<file path="src/rtl/spi_reg_pkg.sv">
// Shared FSM state type and frame-geometry helpers for the SPI register initiator.
package spi_reg_pkg;

    typedef enum logic [2:0] {
        ST_IDLE    = 3'd0,
        ST_HDR     = 3'd1,
        ST_RD_REQ  = 3'd2,
        ST_WR_DATA = 3'd3,
        ST_RD_DATA = 3'd4,
        ST_WR_REQ  = 3'd5,
        ST_DONE    = 3'd6
    } spi_state_e;

    function automatic int hdr_len(input int addr_w);
        return 32'sd1 + addr_w;
    endfunction

    function automatic int frame_len(input int addr_w, input int reg_w);
        return hdr_len(addr_w) + reg_w;
    endfunction

endpackage

</file>
<file path="src/rtl/spi_reg_initiator_if.sv">
// Register-side access bus driven by the SPI register initiator.
interface spi_reg_initiator_if #(
    parameter int ADDR_W = 8,
    parameter int REG_W  = 8
);
    logic              wr_rdn;
    logic [ADDR_W-1:0] addr;
    logic [REG_W-1:0]  wdata;
    logic              we;
    logic [REG_W-1:0]  rdata;
    logic              ack;
    logic              err;

    modport master (
        output wr_rdn, addr, wdata, we,
        input  rdata, ack, err
    );

    modport slave (
        input  wr_rdn, addr, wdata, we,
        output rdata, ack, err
    );
endinterface

</file>
<file path="src/rtl/sync_2ff.sv">
// Two-flop synchronizer for one asynchronous input bit, with a selectable reset level.
module sync_2ff #(
    parameter logic RST_VAL = 1'b0
) (
    input  logic clk,
    input  logic rst,
    input  logic d,
    output logic q
);
    logic meta_r;
    logic sync_r;

    // Two-stage resynchronisation into the clk domain.
    always_ff @(posedge clk or posedge rst) begin
        if (rst) begin
            meta_r <= RST_VAL;
            sync_r <= RST_VAL;
        end else begin
            meta_r <= d;
            sync_r <= meta_r;
        end
    end

    assign q = sync_r;
endmodule

</file>
<file path="src/rtl/spi_reg_initiator.sv">
// SPI (mode 0) target that turns {wr_rdn, addr, data} frames into register-bus accesses.
module spi_reg_initiator
    import spi_reg_pkg::*;
#(
    parameter int REG_W  = 8,
    parameter int ADDR_W = 8
) (
    input  logic                 clk,
    input  logic                 rst,
    input  logic                 spi_cs_n,
    input  logic                 spi_sclk,
    input  logic                 spi_mosi,
    output logic                 spi_miso,
    output logic                 spi_miso_oe,
    spi_reg_initiator_if.master  bus,
    output logic                 frame_err
);
    localparam int HDR_LEN = hdr_len(ADDR_W);
    localparam int MAX_LEN = (HDR_LEN > REG_W) ? HDR_LEN : REG_W;
    localparam int CNT_W   = $clog2(MAX_LEN + 1);

    logic              cs_s;
    logic              sclk_s;
    logic              mosi_s;
    logic              cs_d_r;
    logic              sclk_d_r;
    logic [1:0]        settle_r;
    logic              cs_armed_r;
    logic              sclk_rise_s;
    logic              sclk_fall_s;
    logic              cs_fall_s;
    logic              cs_rise_s;
    logic              frame_open_s;
    logic [REG_W-1:0]  tx_load_s;

    spi_state_e        state_r;
    logic [CNT_W-1:0]  bit_cnt_r;
    logic [ADDR_W-1:0] hdr_sr_r;
    logic [REG_W-2:0]  dat_sr_r;
    logic [REG_W-1:0]  tx_sr_r;
    logic              miso_r;
    logic              miso_oe_r;
    logic              wr_rdn_r;
    logic [ADDR_W-1:0] addr_r;
    logic [REG_W-1:0]  wdata_r;
    logic              we_r;
    logic              frame_err_r;

    sync_2ff #(.RST_VAL(1'b1)) u_sync_cs   (.clk(clk), .rst(rst), .d(spi_cs_n), .q(cs_s));
    sync_2ff #(.RST_VAL(1'b0)) u_sync_sclk (.clk(clk), .rst(rst), .d(spi_sclk), .q(sclk_s));
    sync_2ff #(.RST_VAL(1'b0)) u_sync_mosi (.clk(clk), .rst(rst), .d(spi_mosi), .q(mosi_s));

    // Edge-detect taps; CS is only armed once the synchronizer has settled and seen CS high,
    // so a CS held low across reset release cannot start a frame.
    always_ff @(posedge clk or posedge rst) begin
        if (rst) begin
            cs_d_r     <= 1'b1;
            sclk_d_r   <= 1'b0;
            settle_r   <= 2'd0;
            cs_armed_r <= 1'b0;
        end else begin
            cs_d_r   <= cs_s;
            sclk_d_r <= sclk_s;
            if (settle_r != 2'd3) begin
                settle_r <= settle_r + 2'd1;
            end
            if ((settle_r == 2'd3) && cs_s) begin
                cs_armed_r <= 1'b1;
            end
        end
    end

    assign sclk_rise_s  = sclk_s & ~sclk_d_r;
    assign sclk_fall_s  = ~sclk_s & sclk_d_r;
    assign cs_fall_s    = ~cs_s & cs_d_r & cs_armed_r;
    assign cs_rise_s    = cs_s & ~cs_d_r;
    assign frame_open_s = (state_r == ST_HDR)     || (state_r == ST_RD_REQ) ||
                          (state_r == ST_WR_DATA) || (state_r == ST_RD_DATA);
    assign tx_load_s    = bus.err ? {REG_W{1'b0}} : bus.rdata;

    // Frame sequencer: shifting, register-bus handshake and MISO drive.
    always_ff @(posedge clk or posedge rst) begin
        if (rst) begin
            state_r     <= ST_IDLE;
            bit_cnt_r   <= {CNT_W{1'b0}};
            hdr_sr_r    <= {ADDR_W{1'b0}};
            dat_sr_r    <= {(REG_W-1){1'b0}};
            tx_sr_r     <= {REG_W{1'b0}};
            miso_r      <= 1'b0;
            miso_oe_r   <= 1'b0;
            wr_rdn_r    <= 1'b0;
            addr_r      <= {ADDR_W{1'b0}};
            wdata_r     <= {REG_W{1'b0}};
            we_r        <= 1'b0;
            frame_err_r <= 1'b0;
        end else begin
            we_r        <= 1'b0;
            frame_err_r <= 1'b0;
            if (cs_rise_s) begin
                state_r     <= ST_IDLE;
                bit_cnt_r   <= {CNT_W{1'b0}};
                miso_r      <= 1'b0;
                miso_oe_r   <= 1'b0;
                frame_err_r <= frame_open_s;
            end else begin
                case (state_r)
                    ST_IDLE: begin
                        if (cs_fall_s) begin
                            state_r   <= ST_HDR;
                            bit_cnt_r <= {CNT_W{1'b0}};
                            miso_r    <= 1'b0;
                        end
                    end
                    ST_HDR: begin
                        if (sclk_rise_s) begin
                            if (bit_cnt_r == CNT_W'(HDR_LEN - 1)) begin
                                wr_rdn_r  <= hdr_sr_r[ADDR_W-1];
                                addr_r    <= {hdr_sr_r[ADDR_W-2:0], mosi_s};
                                bit_cnt_r <= {CNT_W{1'b0}};
                                miso_oe_r <= 1'b1;
                                state_r   <= hdr_sr_r[ADDR_W-1] ? ST_WR_DATA : ST_RD_REQ;
                            end else begin
                                hdr_sr_r  <= {hdr_sr_r[ADDR_W-2:0], mosi_s};
                                bit_cnt_r <= bit_cnt_r + CNT_W'(1);
                            end
                        end
                    end
                    ST_RD_REQ: begin
                        if (bus.ack) begin
                            frame_err_r <= bus.err;
                            state_r     <= ST_RD_DATA;
                            if (sclk_fall_s) begin
                                miso_r  <= tx_load_s[REG_W-1];
                                tx_sr_r <= {tx_load_s[REG_W-2:0], 1'b0};
                            end else begin
                                tx_sr_r <= tx_load_s;
                            end
                        end else if (sclk_fall_s) begin
                            // Register side missed the first data bit: send zeros instead.
                            frame_err_r <= 1'b1;
                            tx_sr_r     <= {REG_W{1'b0}};
                            miso_r      <= 1'b0;
                            state_r     <= ST_RD_DATA;
                        end
                    end
                    ST_RD_DATA: begin
                        if (sclk_fall_s) begin
                            miso_r  <= tx_sr_r[REG_W-1];
                            tx_sr_r <= {tx_sr_r[REG_W-2:0], 1'b0};
                        end
                        if (sclk_rise_s) begin
                            if (bit_cnt_r == CNT_W'(REG_W - 1)) begin
                                bit_cnt_r <= {CNT_W{1'b0}};
                                miso_r    <= 1'b0;
                                state_r   <= ST_DONE;
                            end else begin
                                bit_cnt_r <= bit_cnt_r + CNT_W'(1);
                            end
                        end
                    end
                    ST_WR_DATA: begin
                        if (sclk_rise_s) begin
                            if (bit_cnt_r == CNT_W'(REG_W - 1)) begin
                                wdata_r   <= {dat_sr_r, mosi_s};
                                we_r      <= 1'b1;
                                bit_cnt_r <= {CNT_W{1'b0}};
                                state_r   <= ST_WR_REQ;
                            end else begin
                                dat_sr_r  <= {dat_sr_r[REG_W-3:0], mosi_s};
                                bit_cnt_r <= bit_cnt_r + CNT_W'(1);
                            end
                        end
                    end
                    ST_WR_REQ: begin
                        if (bus.ack) begin
                            frame_err_r <= bus.err;
                            state_r     <= ST_DONE;
                        end
                    end
                    ST_DONE: begin
                        miso_r <= 1'b0;
                    end
                    default: begin
                        state_r <= ST_IDLE;
                    end
                endcase
            end
        end
    end

    assign spi_miso    = miso_r;
    assign spi_miso_oe = miso_oe_r;
    assign bus.wr_rdn  = wr_rdn_r;
    assign bus.addr    = addr_r;
    assign bus.wdata   = wdata_r;
    assign bus.we      = we_r;
    assign frame_err   = frame_err_r;
endmodule

</file>
<file path="src/flat_wrapper.sv">
// flat-port wrapper written by rule: the top's interface ports become plain ports
module spi_reg_initiator_flat import spi_reg_pkg::*;
#(
    parameter int REG_W  = 8,
    parameter int ADDR_W = 8
)
  (clk, rst, spi_cs_n, spi_sclk, spi_mosi, spi_miso, spi_miso_oe, frame_err, bus_wr_rdn, bus_addr, bus_wdata, bus_we, bus_rdata, bus_ack, bus_err);
  spi_reg_initiator_if #(.ADDR_W(ADDR_W), .REG_W(REG_W)) bus_i ();
  input  logic clk;
  input  logic rst;
  input  logic spi_cs_n;
  input  logic spi_sclk;
  input  logic spi_mosi;
  output logic spi_miso;
  output logic spi_miso_oe;
  output logic frame_err;
  output wire logic [$bits(bus_i.wr_rdn)-1:0] bus_wr_rdn;
  output wire logic [$bits(bus_i.addr)-1:0] bus_addr;
  output wire logic [$bits(bus_i.wdata)-1:0] bus_wdata;
  output wire logic [$bits(bus_i.we)-1:0] bus_we;
  input wire logic [$bits(bus_i.rdata)-1:0] bus_rdata;
  input wire logic [$bits(bus_i.ack)-1:0] bus_ack;
  input wire logic [$bits(bus_i.err)-1:0] bus_err;
  assign bus_wr_rdn = bus_i.wr_rdn;
  assign bus_addr = bus_i.addr;
  assign bus_wdata = bus_i.wdata;
  assign bus_we = bus_i.we;
  assign bus_i.rdata = bus_rdata;
  assign bus_i.ack = bus_ack;
  assign bus_i.err = bus_err;
  spi_reg_initiator #(.REG_W(REG_W), .ADDR_W(ADDR_W)) u_core (.clk(clk), .rst(rst), .spi_cs_n(spi_cs_n), .spi_sclk(spi_sclk), .spi_mosi(spi_mosi), .spi_miso(spi_miso), .spi_miso_oe(spi_miso_oe), .bus(bus_i), .frame_err(frame_err));
endmodule
</file>
<file path="config.mk">
export PLATFORM = sky130hd
export DESIGN_NAME = spi_reg_initiator_flat
export DESIGN_NICKNAME = d
export VERILOG_FILES = /design/src/rtl/spi_reg_pkg.sv /design/src/rtl/spi_reg_initiator_if.sv /design/src/rtl/sync_2ff.sv /design/src/rtl/spi_reg_initiator.sv /design/src/flat_wrapper.sv
export SDC_FILE = /design/constraint.sdc
export NUM_CORES = 1
export LEC_CHECK = 0
export CAP_MARGIN = 20
export CORE_MARGIN = 3
export CORE_UTILIZATION = 45
export CTS_BUF_LIST = sky130_fd_sc_hd__clkbuf_16
export CTS_CLUSTER_SIZE = 25
export DETAILED_ROUTE_END_ITERATION = 10
export PLACE_DENSITY = 0.69
export SETUP_SLACK_MARGIN = 0.1
export SKIP_LAST_GASP = 1
export SLEW_MARGIN = 40
export SYNTH_ARGS = -nofsm -noshare
export SYNTH_HDL_FRONTEND = slang
export SYNTH_HIERARCHICAL = 1
export SYNTH_SLANG_ARGS = --single-unit
export TNS_END_PERCENT = 20
</file>
<file path="constraint.sdc">
create_clock -name clk -period 1.7 [get_ports clk]
set_input_delay 0.34 -clock clk [delete_from_list [all_inputs] [get_ports clk]]
set_output_delay 0.34 -clock clk [all_outputs]
set_load 0.02 [all_outputs]
</file>
# After elaboration in Yosys (flattened, before gate mapping)
# Cells that the tools add are included.
# Widths: inputs -> output; s select.
[word_totals]
in_bits = 15
word_cells = 129
output_inout_bits = 21
regBits = 62
[op_classes]
add_sub_neg = 2
n_bitwise = 12
n_eq_ne = 24
n_reduce_logical = 21
mux = 48
[ops]
columns = ["operator", "n"]
rows = [
  ["$mux 8", 5],
  ["$mux 3", 11],
  ["$mux 4", 6],
  ["$reduce_and 4->1", 6],
  ["$mux 1", 21],
  ["$pmux 3 s7", 1],
  ["$ne 3x1->1 const B", 6],
  ["$pmux 8 s2", 1],
  ["$ne 3x2->1 const B", 5],
  ["$pmux 4 s3", 1],
  ["$reduce_and 10->1", 1],
  ["$eq 3x3->1 const B", 3],
  ["$reduce_bool 2->1", 4],
  ["$not 1->1", 7],
  ["$eq 3x2->1 const B", 2],
  ["$reduce_and 3->1", 2],
  ["$and 1x1->1", 5],
  ["$reduce_bool 5->1", 1],
  ["$add 4x1->4 const B", 1],
  ["$eq 4x3->1 const B", 1],
  ["$eq 4x4->1 const B", 1],
  ["$ne 2x1->1 const B", 2],
  ["$ne 4x2->1 const B", 1],
  ["$pmux 1 s4", 1],
  ["other kinds (10)", 12],
]

# Depth between registers and ports, before layout
# Gate-level depths: netlist of the first run.
[depth]
depth_word = 7
ltp_mapped = 7
ltp_nobuf = 7

# By module
# Netlist of the first run, hierarchy kept.
[by_module_without_submodules]
columns = ["module", "n_inst", "cells_per_inst", "seq_area_each_um2", "area_each_um2"]
rows = [
  ["spi_reg_initiator", 1, 248, 1402.6, 2747.6],
  ["sync_2ff at u_core.u_sync_mosi ...", 2, 3, 50.0, 53.8],
  ["sync_2ff at u_core.u_sync_cs", 1, 3, 52.6, 56.3],
]

# Worst setup path after synthesis of the first run
# OpenSTA, ideal clock, no wires.
[synth_path]
kind = "register to register"
startpoint = "reg u_core.cs_d_r"
endpoint = "reg u_core.hdr_sr_r[0]"
slack_ps = -1
arrival_ps = 1577
stages_incl_launch_ff = 8
t_required_ps = 1575
path_cell_list = "dfstp_2 nor2b_1 buf_4 nor2_2 nand3_2 nor2b_1 buf_4 mux2_2"
[synth_between]
elab_chain_len = 4
[synth_lines]
columns = ["item", "line", "source"]
rows = [
  ["start, declared", "spi_reg_initiator.sv:25", "logic cs_d_r;"],
  ["start signal, assigned", "spi_reg_initiator.sv:62", "cs_d_r <= cs_s;"],
  ["$not 1->1", "spi_reg_initiator.sv:76", "assign cs_rise_s = cs_s & ~cs_d_r;"],
  ["$and 1x1->1", "spi_reg_initiator.sv:76", ""],
  ["$not 1->1 (no line)", "n/a", ""],
  ["$reduce_and 4->1 (no line)", "n/a", ""],
  ["end signal, assigned", "spi_reg_initiator.sv:86", "hdr_sr_r <= {ADDR_W{1'b0}};"],
  ["end signal, assigned", "spi_reg_initiator.sv:123", "hdr_sr_r <= {hdr_sr_r[ADDR_W-2:0], mosi_s};"],
  ["end, declared", "spi_reg_initiator.sv:38", "logic [ADDR_W-1:0] hdr_sr_r;"],
]
# No other way between the ends.
# A chain may end at the register's enable or synchronous reset.

# Final worst setup path of the first run
[layout_path]
startpoint = "reg u_core.state_r[1]"
endpoint = "reg u_core.tx_sr_r[0]"
[layout_between]
elab_chain_len = 3
elab_cells_between_ends = 7
cone_classes = "eq/ne: 4; mux: 1; reduce/logical: 2"
[layout_lines]
columns = ["item", "line", "source"]
rows = [
  ["start, declared", "spi_reg_initiator.sv:36", "spi_state_e state_r;"],
  ["start signal, assigned", "spi_reg_initiator.sv:121", "state_r <= hdr_sr_r[ADDR_W-1] ? ST_WR_DATA : ST_RD_REQ;"],
  ["$eq 3x2->1 / $eq 3x3->1 (equally long branches)", "spi_reg_initiator.sv:106", "case (state_r)"],
  ["$ne 3x2->1 (no line), or another cell as far along", "n/a", ""],
  ["$reduce_and 4->1 (no line)", "n/a", ""],
  ["end signal, assigned", "spi_reg_initiator.sv:134", "tx_sr_r <= {tx_load_s[REG_W-2:0], 1'b0};"],
  ["end signal, assigned", "spi_reg_initiator.sv:136", "tx_sr_r <= tx_load_s;"],
  ["end signal, assigned", "spi_reg_initiator.sv:141", "tx_sr_r <= {REG_W{1'b0}};"],
  ["end, declared", "spi_reg_initiator.sv:40", "logic [REG_W-1:0] tx_sr_r;"],
]
# Parallel ways exist; a longest one is shown, timed or not.

==> reports/summary.txt, run 1 <==
ant diodes -> 0
Main synth FF type -> dfrtp_1
# DRC -> 0
MaxCap Viol Count -> 0
port buffer count -> 35
CP Data Required Time -> 1.90 ns
Cells after Synth -> 257
crit path kind -> reg -> reg
Slew HR -> 0.778
Yosys warning total -> 6
Worst-path clk slew -> 0.05 ns
crit-path max cell delay -> 0.46 ns
P_leak -> 0.00187 uW
Max VDD drop -> 1.03 mV
share of layout cells above drive strength 1 -> 0.397
vias after detailed routing -> 2,189
Clock Latency Late Sink -> 0.32 ns
max-slew violations -> 0
GPL Wtd Cong -> 0.876
Area after DPL -> 3510 um2
syn nets -> 275
Arrival @ worst endpoint -> 1.89 ns
outcome -> finished clean
first-pass GRT wire length -> 10.7 mm
post-synthesis sequential area ratio -> 0.534
Post-synth ARST share -> 1.00
area added between synthesis and finish -> 42.9%
PD cells -> 1450 nW/um2
switching part of the total -> 0.314
detailed-route wire length -> 6.51 mm
Post-synth EDFFs -> 0
Die W -> 86.4 um
I/O pin total -> 36
final setup fails -> 0
Max Fanout on Critical Path -> 6
Setup crit start kind -> register
RSZ-0062 raised after global routing -> true
initial core utilization -> 0.478
CTS H-tree lvls -> 3
drt first pass iters -> 4
Row Count -> 28
number of global-route vias before repair -> 2,249
synthesized area per cell -> 11.3 um2
DP Wirelength -> 4.08 mm
initial antenna violation count -> 0
Via density -> 5.34
skew final -> 0.00394 ns
worst path cell trace -> buf_6 > and2b_2 > nand2_2 > a211oi_4 > mux2_4
GR Util All Layers -> 0.184
Num CTS Buffers -> 9
nets -> 348
clk sinks -> 62
Comb power frac -> 0.353
CP max-delay cell -> dfrtp_2
CTS tree -> done
Period minus WS final -> 1.69 ns
final worst path period share -> 0.993
Yosys cell types -> 51
WL/cell -> 15.9 um
core area -> 6100 um2
FF+latch count, synth -> 62
fmax -> 592 MHz
Psw -> 1890 uW
Clk pwr share -> 0.315
final instance area -> 4160 um2
Detail Route Antenna Nets -> 0
fin util -> 0.682
Min-Delay Path Class -> in -> async
Worst setup EP type -> register
CTS max path bufs -> 2
Cell Area, Synth -> 2910 um2
die height -> 86.4 um
final hold vios -> 0
Sequential Power Share -> 0.331
die area -> 7470 um2
initial DRC count -> 85
GR Overflow Total -> 0
Internal Pwr Total -> 4140 uW
Worst Max-Slew Pin Slew -> 0.332 ns
clock root buffer master -> clkbuf_16
largest net degree at the start of global routing -> 32
repair_timing:
action	in CTS	in global routing
setup endpoints to repair	67	69
buffers inserted	9	3
gates resized for setup	44	21
hold buffers	0	0
pin swaps	7	6
cloned	1	0
kinds of logic (layout without fill, tap and decap cells):
family                     Yosys count  in the layout  share of synthesized area
and+or+nand+nor                     79             79                      0.146
AOI/OAI and AO/OA                   56             56                      0.127
xor gates and xnor gates             1              1                    0.00301
DFF                                 62             62                      0.534
adders and majority gates            3              3                     0.0129
muxes                               35             35                      0.135
buffers and inverters               21             99                     0.0417
cells in the final DEF, fill, tap and decap left out, types with 5 or more instances in the layout:
cell type        instances
dfrtp_1                 56
nand2_1                 24
clkdlybuf4s50_1         34
clkbuf_16                9
buf_6                    7
buf_4                   28
nor2_1                  11
nor2_2                   5
inv_1                    7
mux2_2                  23
nor2b_1                  5
nand2b_1                 5
a21oi_1                 21
mux2_4                  11
layer usage:
layer  vias to the layer above  part of all wire  global-route usage
met2                        46              0.48               0.274
li1                       1059                 -                   -
met1                      1075              0.47               0.249
met5                         -                 0                   0
met4                         0             0.012              0.0836
met3                         9             0.043              0.0551
metrics by stage:
stage	setup slack, ns	setup TNS, ns	cells	power (uW)	hold slack (ns)
after floorplan	-0.00128	-0.0102	257	3020	0.0812
after global placement	-0.158	-1.07	381	3450	0.332
after detailed placement	-0.221	-1.56	381	3500	0.336
after CTS	0.0274	0	407	5840	0.341
after global routing	-0.0239	-0.104	410	6370	0.351
final	0.0122	0	410	6040	0.333
sequential cells by signal (all words and copies together) (netlist names):
name	cells
u_core/bus.wr_rdn	1
u_core/u_sync_sclk/q	1
u_core/bus.addr	8
u_core/bus.we	1
u_core/u_sync_cs/q	1
u_core/hdr_sr_r	8
u_core/state_r	3
u_core/sclk_d_r	1
u_core/cs_d_r	1
u_core/tx_sr_r	8
u_core/spi_miso	1
u_core/u_sync_cs/meta_r	1
u_core/dat_sr_r	7
u_core/settle_r	2
u_core/frame_err	1
u_core/bus.wdata	8
u_core/u_sync_mosi/meta_r	1
u_core/cs_armed_r	1
u_core/bit_cnt_r	4
u_core/spi_miso_oe	1
u_core/u_sync_sclk/meta_r	1
u_core/u_sync_mosi/q	1
path summary, 6_finish.rpt:
| path | cells after the start | start | endpoint | slack (ns) |
|---|---|---|---|---|
| max | 5 | u_core/state_r[1]$_DFFE_PP0P_ | u_core/tx_sr_r[0]$_DFFE_PP0P_ | 0.01 |
| min | 2 | rst | u_core/u_sync_sclk/q$_DFF_PP0_ | 0.33 |
| min reg2reg | 0 | u_core/u_sync_sclk/meta_r$_DFF_PP0_ | u_core/u_sync_sclk/q$_DFF_PP0_ | 0.35 |
| max in group asynchronous | 3 | rst | u_core/frame_err$_DFF_PP0_ | 0.79 |
| max reg2reg | 5 | u_core/state_r[1]$_DFFE_PP0P_ | u_core/tx_sr_r[0]$_DFFE_PP0P_ | 0.01 |
| min in group clk | 0 | u_core/u_sync_sclk/meta_r$_DFF_PP0_ | u_core/u_sync_sclk/q$_DFF_PP0_ | 0.35 |
layout make-up:
class	instances	area, um2
clock buffer	9	225
clock inverter	7	88.8
fill	439	1940
inverter	8	33.8
multi-input combinational	174	1430
sequential	62	1560
tap	75	93.8
timing repair buffer	75	733
power groups by stage:
stage | Sequential (uW) | Clock [uW] | Combinational [uW]
final | 2000 | 1900 | 2130
after global routing | 2030 | 2020 | 2310
after CTS | 1970 | 1940 | 1930
after detailed placement | 1980 | 0 | 1510
after global placement | 1980 | 0 | 1480
after floorplan | 1920 | 0 | 1110
synth_stat cells (all sizes together) (2+ instances only):
cell / number / area (um2)
a211oi: 2 / 27.5
a21o: 2 / 15.0
a21oi: 25 / 125
a221o: 2 / 20.0
a32oi: 2 / 17.5
and3: 2 / 12.5
buf: 12 / 87.6
dfrtp: 59 / 1480
dfstp: 3 / 78.8
ha: 3 / 37.5
inv: 8 / 30.0
mux2: 34 / 383
nand2: 27 / 101
nand2b: 6 / 37.5
nand3: 3 / 20.0
nand3b: 2 / 15.0
nand4: 2 / 12.5
nor2: 18 / 77.6
nor2b: 10 / 62.6
o211ai: 2 / 15.0
o21ai: 9 / 52.6
o41ai: 2 / 17.5
critical path: cells and delay by family, from the launching register on:
family          cells  cell delay, ns
mux                 1            0.33
simple gates        2            0.32
buf+inv             1            0.15
flops               1            0.46
compound gates      1            0.32
Power figures use the tool's default switching activity.
==> run 2, diff against run 1 <==
--- a/config.mk
+++ b/config.mk
@@ -6,6 +6,7 @@
 export NUM_CORES = 1
 export LEC_CHECK = 0
 export CAP_MARGIN = 20
+export CORE_ASPECT_RATIO = 1.2
 export CORE_MARGIN = 3
 export CORE_UTILIZATION = 45
 export CTS_BUF_LIST = sky130_fd_sc_hd__clkbuf_16
==> constraint.sdc (replaced) <==
create_clock -name clk -period 1.7 [get_ports clk]
set_input_delay 0.255 -clock clk [delete_from_list [all_inputs] [get_ports clk]]
set_output_delay 0.255 -clock clk [all_outputs]
set_load 0.02 [all_outputs]
==> run 2 against run 1 <==
The run now ends with setup timing left; clock power fell by 7%; wire length fell by 0.84%; clock skew barely moved; count of clock-buffer cells in the layout did not move; design area fell by 1.5%; utilization fell by 1.8 points; combinational power barely moved; register-to-register slack got worse by 0.07 ns.
==> reports/summary.txt, run 2 (synthesis gave the netlist of run 1 again) <==
initial antenna violation count -> 0
final instance area -> 4100 um2
Min-Delay Path Class -> in -> async
clock root buffer master -> clkbuf_16
Worst setup EP type -> register
Num CTS Buffers -> 9
largest net degree at the start of global routing -> 31
Detail Route Antenna Nets -> 0
P_leak -> 0.00186 uW
Period minus WS final -> 1.76 ns
CTS tree -> done
Slew HR -> 0.740
share of layout cells above drive strength 1 -> 0.386
setup ws final -> -0.0613 ns
GPL Wtd Cong -> 0.892
GR Overflow Total -> 0
initial core utilization -> 0.472
I/O pin total -> 36
commonest non-fill, non-tap cell in the layout -> dfrtp_1
first-pass GRT wire length -> 10.2 mm
nets -> 350
DP Wirelength -> 4.09 mm
die area -> 7480 um2
failing checks -> setup timing
worst r2r dst -> u_core/state_r[1]$_DFFE_PP0P_
Top Family by Delay on Critical Path -> compound AO/OA/AOI/OAI gates
Clock Latency Late Sink -> 0.32 ns
number of global-route vias before repair -> 2,207
PD cells -> 1420 nW/um2
detailed-route wire length -> 6.46 mm
die height -> 94.1 um
CTS max path bufs -> 2
worst r2r src -> u_core/state_r[1]$_DFFE_PP0P_
vias after detailed routing -> 2,230
Worst Max-Slew Pin Slew -> 0.386 ns
Row Count -> 31
WL/cell -> 15.4 um
drt first pass iters -> 4
worst path cell trace -> buf_6 > and2b_2 > a32oi_2 > buf_4 > a21oi_1 > o21ai_1 > o41ai_2
depth of the worst register-to-register path -> 7
Area after DPL -> 3540 um2
skew final -> 0.00399 ns
CTS H-tree lvls -> 3
core area -> 6170 um2
final hold vios -> 0
most frequent cells in the layout -> dfrtp_1, clkdlybuf4s50_1, buf_4, mux2_2
Die W -> 79.4 um
outcome -> complete, but fails checks
CTS Hold Buffers Added -> 0
port buffer count -> 35
fmax -> 568 MHz
final setup fails -> 1
clk sinks -> 62
Worst-path clk slew -> 0.05 ns
reg2reg setup slack -> -0.06 ns
Max VDD drop -> 1.12 mV
Max Fanout on Critical Path -> 7
area added between synthesis and finish -> 40.7%
Arrival @ worst endpoint -> 1.95 ns
final worst path period share -> 1.04
GR Util All Layers -> 0.175
ant diodes -> 0
crit-path max cell delay -> 0.39 ns
Buf/Inv on CP -> 2
CP max-delay cell -> dfrtp_1
crit path kind -> reg -> reg
worst hold margin -> 0.190 ns
max-slew violations -> 0
RSZ-0062 raised after global routing -> true
# DRC -> 0
Via density -> 5.32
CP Data Required Time -> 1.89 ns
MaxCap Viol Count -> 0
Setup crit start kind -> register
initial DRC count -> 155
==> run 2: final cells by class <==
| type | instances | area, um2 |
|---|---|---|
| fillers | 472 | 2070 |
| flip-flops and latches | 62 | 1560 |
| well taps | 82 | 103 |
| clock buffers | 9 | 225 |
| repair buffers | 77 | 717 |
| clock inverters | 7 | 66.3 |
| multi-input cells | 174 | 1400 |
| inverters | 8 | 30.0 |
==> run 2: metal layers <==
layer  share of wire  GRT usage  up-vias
li1                -          -     1062
met1            0.42      0.231     1072
met2            0.50      0.277       80
met3           0.052     0.0345       16
met4           0.028     0.0802        0
met5               0          0        -
==> run 2: how the worst max path moves through the flow <==
stage                     cells after the start  slack, ns                       startpoint                              to
after CTS                                     7       0.02  u_core/bit_cnt_r[0]$_DFFE_PP0P_  u_core/hdr_sr_r[1]$_DFFE_PP0P_
after global placement                        7      -0.06                          bus_ack   u_core/state_r[1]$_DFFE_PP0P_
after floorplan                               7       0.04          u_core/cs_d_r$_DFF_PP1_  u_core/hdr_sr_r[0]$_DFFE_PP0P_
final                                         7      -0.06    u_core/state_r[1]$_DFFE_PP0P_   u_core/state_r[1]$_DFFE_PP0P_
after detailed placement                      7      -0.08                          bus_ack   u_core/state_r[1]$_DFFE_PP0P_
after global routing                          6      -0.08  u_core/bit_cnt_r[1]$_DFFE_PP0P_   u_core/state_r[1]$_DFFE_PP0P_
==> run 2: per-stage QoR <==
step	total power, uW	util	std cells	TNS, ns	worst slack, ns
2_1_floorplan	3040	-	257	0	0.0431
3_3_place_gp	3520	0.574	393	-0.417	-0.0572
3_5_place_dp	3560	0.574	393	-1.04	-0.0839
4_1_cts	5400	0.626	410	0	0.0234
5_1_grt	6140	0.664	419	-0.276	-0.0771
6_report	5830	0.664	419	-0.0613	-0.0613
==> run 2: power by group <==
| part | switching (uW) | internal (uW) | total (uW) |
|---|---|---|---|
| Sequential | 199 | 1750 | 1950 |
| Combinational | 1060 | 1060 | 2120 |
| Clock | 633 | 1120 | 1760 |
| Total | 1890 | 3940 | 5830 |
==> run 2: what timing repair did <==
item                                    in CTS  in global routing
pin swaps                                    0                 10
endpoints found under the setup margin      44                 49
gates resized for setup                      8                 38
setup buffers                                1                  8
gates cloned                                 0                  1
